File: src/rtl/mul_pipe_unit.sv
// Two-stage pipelined 32x32 multiply unit for the EXE stage.
// S1 holds 34-bit extended operands feeding the multiplier; S2 holds the selected result word.
// Valid/ready on both sides, synchronous flush, opaque tag carried with each operation.
`timescale 1ns/1ps
module mul_pipe_unit #(
   parameter int unsigned TAG_W = 5
) (
   input  logic             clk,
   input  logic             reset,
   input  logic             flush,
   input  logic             in_valid,
   output logic             in_ready,
   input  logic [1:0]       in_op,
   input  logic [31:0]      in_src1,
   input  logic [31:0]      in_src2,
   input  logic [TAG_W-1:0] in_tag,
   output logic             out_valid,
   input  logic             out_ready,
   output logic [31:0]      out_result,
   output logic [TAG_W-1:0] out_tag
);

   // Stage S1: operand register
   logic             s1_valid;
   logic [33:0]      s1_a;
   logic [33:0]      s1_b;
   logic [1:0]       s1_op;
   logic [TAG_W-1:0] s1_tag;

   // Stage S2: result register
   logic             s2_valid;
   logic [31:0]      s2_result;
   logic [TAG_W-1:0] s2_tag;

   logic             s1_adv;
   logic             s2_adv;

   logic             ext_sign;
   logic [33:0]      ext_a;
   logic [33:0]      ext_b;
   logic [63:0]      mul_a;
   logic [63:0]      mul_b;
   logic [63:0]      prod;
   logic             sel_hi;
   logic [31:0]      sel_result;

   assign s2_adv   = !s2_valid || out_ready;
   assign s1_adv   = !s1_valid || s2_adv;
   assign in_ready = s1_adv;

   // Operand extension: only MULH.WU zero-extends; reserved op behaves like MUL.W.
   always_comb begin
      ext_sign = (in_op != 2'b10);
      ext_a    = {{2{ext_sign & in_src1[31]}}, in_src1};
      ext_b    = {{2{ext_sign & in_src2[31]}}, in_src2};
   end

   // Multiplier core and result select. Only product bits 63:0 are ever selected, so the
   // 34x34 signed product is formed modulo 2^64 from sign-extended operands.
   always_comb begin
      mul_a      = {{30{s1_a[33]}}, s1_a};
      mul_b      = {{30{s1_b[33]}}, s1_b};
      prod       = mul_a * mul_b;
      sel_hi     = (s1_op == 2'b01) || (s1_op == 2'b10);
      sel_result = sel_hi ? prod[63:32] : prod[31:0];
   end

   // S1 register: capture accepted operation; flush kills only the valid bit.
   always_ff @(posedge clk or posedge reset) begin
      if (reset) begin
         s1_valid <= 1'b0;
         s1_a     <= '0;
         s1_b     <= '0;
         s1_op    <= '0;
         s1_tag   <= '0;
      end else begin
         if (flush) begin
            s1_valid <= 1'b0;
         end else if (s1_adv) begin
            s1_valid <= in_valid;
         end
         if (s1_adv && in_valid) begin
            s1_a   <= ext_a;
            s1_b   <= ext_b;
            s1_op  <= in_op;
            s1_tag <= in_tag;
         end
      end
   end

   // S2 register: capture selected product word; contents hold while stalled.
   always_ff @(posedge clk or posedge reset) begin
      if (reset) begin
         s2_valid  <= 1'b0;
         s2_result <= '0;
         s2_tag    <= '0;
      end else begin
         if (flush) begin
            s2_valid <= 1'b0;
         end else if (s2_adv) begin
            s2_valid <= s1_valid;
         end
         if (s2_adv && s1_valid) begin
            s2_result <= sel_result;
            s2_tag    <= s1_tag;
         end
      end
   end

   assign out_valid  = s2_valid;
   assign out_result = s2_result;
   assign out_tag    = s2_tag;

endmodule

File: config.mk
export PLATFORM = sky130hd
export DESIGN_NAME = mul_pipe_unit
export DESIGN_NICKNAME = d
export VERILOG_FILES = /design/src/rtl/mul_pipe_unit.sv
export SDC_FILE = /design/constraint.sdc
export NUM_CORES = 2
export LEC_CHECK = 0
export ABC_AREA = 0
export BUFFER_PORTS_ARGS = -buffer_cell sky130_fd_sc_hd__buf_4
export CAP_MARGIN = 20
export CORE_ASPECT_RATIO = 0.6
export CORE_MARGIN = 2
export CORE_UTILIZATION = 70
export CTS_CLUSTER_DIAMETER = 50
export CTS_CLUSTER_SIZE = 20
export DETAILED_ROUTE_END_ITERATION = 6
export PLACE_DENSITY = 0.94
export SLEW_MARGIN = 20
export SYNTH_ARGS = -nofsm -noshare
export SYNTH_HDL_FRONTEND = slang
export SYNTH_SLANG_ARGS = --single-unit
File: constraint.sdc
create_clock -name clk -period 12.37 [get_ports clk]
set_input_delay 1.237 -clock clk [delete_from_list [all_inputs] [get_ports clk]]
set_output_delay 1.237 -clock clk [all_outputs]
set_load 0.01 [all_outputs]
==> out/metrics.cfg <==
[logic_synthesis]
ys_warn_count=0
syn_area_per_cell_um2=9.49
synth_edf_count=0
synth-compound-area-share_pct=4.01
synth_fa_ha_area_share_pct=58.8
synth_mux_area_share_pct=1.94
yosys_most_used_dff=dfrtp_1
synth.distinct_cells=72
syn_nets=5921
synth_seq_area_share_pct=6.55
synthCells=4508
synth_area_mm2=0.0428
synth_top_family_by_area=adder cells
synth_seq_cells=112
yosys.area_share.simple_pct=15.1
synth-xor-area-share_pct=1.60
async_flop_share_pct=100

[worst_setup_path]
endpoint_kind=register
worstPathMaxFanout=26
cp_common_cell=fa_1
required_ns=12.71
path_buf_inv=4
critPathMaxStageDelay_ns=0.77
crit_type=reg2reg
cp_slowest_cell=dfrtp_1
startpoint=s1_b[9]
endpoint=out_result[24]
rr_worst_depth=24
path_depth=24
critical-path-top-delay-family=adder cells
r2r-end=out_result[24]
rrSetupSlack_ns=3.61
arrival_ns=9.09
crit_path_cell_trace=buf_4 -> nand2_1 -> fa_1 -> fa_1 -> fa_1 -> inv_1 -> fa_1 -> fa_1 -> fa_1 -> fa_1 -> inv_1 -> fa_1 -> inv_1 -> ha_1 -> a21oi_2 -> o21ai_1 -> a2111oi_1 -> nor3_1 -> nor3_1 -> o2111ai_2 -> a31oi_1 -> xnor2_1 -> nand2_1 -> o311ai_1
startpoint_type=register
r2r_start=s1_b[9]

[cts]
clock_latency_ns=0.47
ctsHoldBuffers=0
clkTransAtPathRegs_ns=0.12
post_cts_buffers=0
cts_root_buf=clkbuf_16
cts.path.max_buffers=2
htreeDepth=3
clock-sinks=112
tritoncts=built
post_cts_resized=0
cts_made_buffers=9

[outcome]
violations=DRC
status=finished, violations left

[global_routing]
track_usage_pct=41.0
grt_max_degree=58
antenna_found_initial=3
globalRouteOverflowTotal=0
grt_pass1_wl_um=195000
grt_pass1_vias=35922

[timing]
setup_viol=0
rsz0062_at_grt=false
finalSetupTns_ns=0
hold_viol=0
fin_skew_ns=0.0556
maxSlewHeadroom_pct=31.4
min_period_ns=8.76
final.period_utilization_pct=70.8
fmax_mhz=114
slew_viol_final=0
tightest_slew_ns=1.03

[placement]
hpwl_um=98100
place_congestion=1.08
postPlaceCellArea_mm2=0.0442
port_buffers=114

[min_path]
hp-class=reg2reg

[final_layout]
areaGrowthSynthToFinish_pct=4.07
nNetsFinal=5859
multi_input_area_mm2=0.0349
stdcell_area_mm2=0.0445
drive_gt1_share_pct=6.92
fillerInstances=3995
ff_latch_area_mm2=0.00281

[detailed_routing]
drc=21
detail-route-antenna-nets=0
dr.pass1.iters=7
finalWirelength_um=120000
drtIter0Drc=3711
routed_via_density=6.08
avgRoutedWirePerCell_um=22.8
vias=32130

[floorplanning]
die_h_um=196
die_x_um=323
boundaryPins=115
rows=70
start_util_pct=70.5
core_area_mm2=0.0607
dieArea_mm2=0.0632

[flow_run]
maxCapViolations=0

## layer usage
layer	up-vias	wire length, um	part of all wire [%]	track usage [%]
met1	16097	43400	36	55.5
met4	10	4990	4.1	14.8
met3	509	21000	17	18.9
met5	-	193	0.16	0.766
met2	2713	50800	42	58.4
li1	12801	-	-	-
## worst min-delay path, delay by kind of cell, from the launching register on
kind             cells  cell delay (ns)
flip-flops           1             0.36
AND/OR/NAND/NOR      2             0.10
## Yosys cell counts (all sizes together), types with 4 or more instances
cell type | instances | area, um2
fa | 1125 | 22500
inv | 1098 | 4120
nand2 | 615 | 2320
and2 | 534 | 3340
clkbuf | 238 | 915
ha | 212 | 2650
dfrtp | 112 | 2800
a21oi | 99 | 522
mux2 | 71 | 800
o21ai | 63 | 319
xnor2 | 48 | 420
nor2 | 46 | 175
a21o | 31 | 234
nor2b | 31 | 194
xor2 | 30 | 263
nand4 | 17 | 143
nand3 | 16 | 80.1
a31oi | 15 | 106
buf | 14 | 75.1
a22oi | 10 | 75.1
nand2b | 10 | 62.6
nor3 | 10 | 55.1
o21a | 6 | 45.0
o21bai | 5 | 37.5
a211o | 4 | 36.3
o211ai | 4 | 43.8
or3 | 4 | 26.3
## flip-flops by register name, indices dropped and copies added, names as in the netlist
register / cells
s1_a: 33
s1_b: 33
out_result: 32
out_tag: 5
s1_tag: 5
s1_op: 2
out_valid: 1
s1_valid: 1
## metrics by stage
step | hold WS (ns) | std cells | setup slack, ns | utilization [%]
after floorplan | 0.433 | 4508 | 4.88 | -
after global placement | 0.444 | 5263 | 4.01 | 72.8
after detailed placement | 0.463 | 5263 | 3.73 | 72.8
after CTS | 0.478 | 5279 | 3.69 | 73.4
after global routing | 0.507 | 5279 | 3.37 | 73.4
final | 0.476 | 5282 | 3.61 | 73.4
## placed cells by master, fill, tap and decap left out, drive strengths merged, types with 4 or more instances in the layout
cell	n
nor2	46
o211ai	4
dfrtp	112
o21a	6
a21o	31
fa	1125
a21oi	99
a211o	4
nand3	16
o21bai	5
buf	179
mux2	71
or3	4
nand2b	10
nor2b	31
nand2	615
xnor2	48
ha	212
nand4	17
a31oi	15
and2	534
nor3	10
clkbuf	9
xor2	30
inv	1105
o21ai	63
a22oi	10
## cells by family after synthesis
group	count (synthesis)
adders and majority gates	1337
AOI/OAI and AO/OA	264
xor gates and xnor gates	78
and+or+nand+nor	1293
DFF	112
buffers and inverters	1350
muxes	74
## how the worst min path moves through the flow
stage / startpoint / end / slack, ns / depth (start not counted)
after floorplan: s1_tag[0] / out_tag[0] / 0.43 / 2
after global placement: s1_tag[4] / out_tag[4] / 0.44 / 2
after detailed placement: s1_tag[0] / out_tag[0] / 0.46 / 2
after CTS: s1_tag[0] / out_tag[0] / 0.48 / 2
after global routing: s1_tag[4] / out_tag[4] / 0.51 / 2
final: s1_tag[0] / out_tag[0] / 0.48 / 2
## layout make-up
class	count	area share, %
Clock buffer	9	0.506
Inverter	1098	9.26
Timing Repair Buffer	179	3.02
Multi-Input combinational cell	3046	78.3
Tap cell	828	2.33
Clock inverter	7	0.230
Sequential cell	112	6.30
Antenna cell	3	0.0169
Power is not shown: default switching activity piles up to over one toggle a cycle in this logic, so the estimate is an artifact.
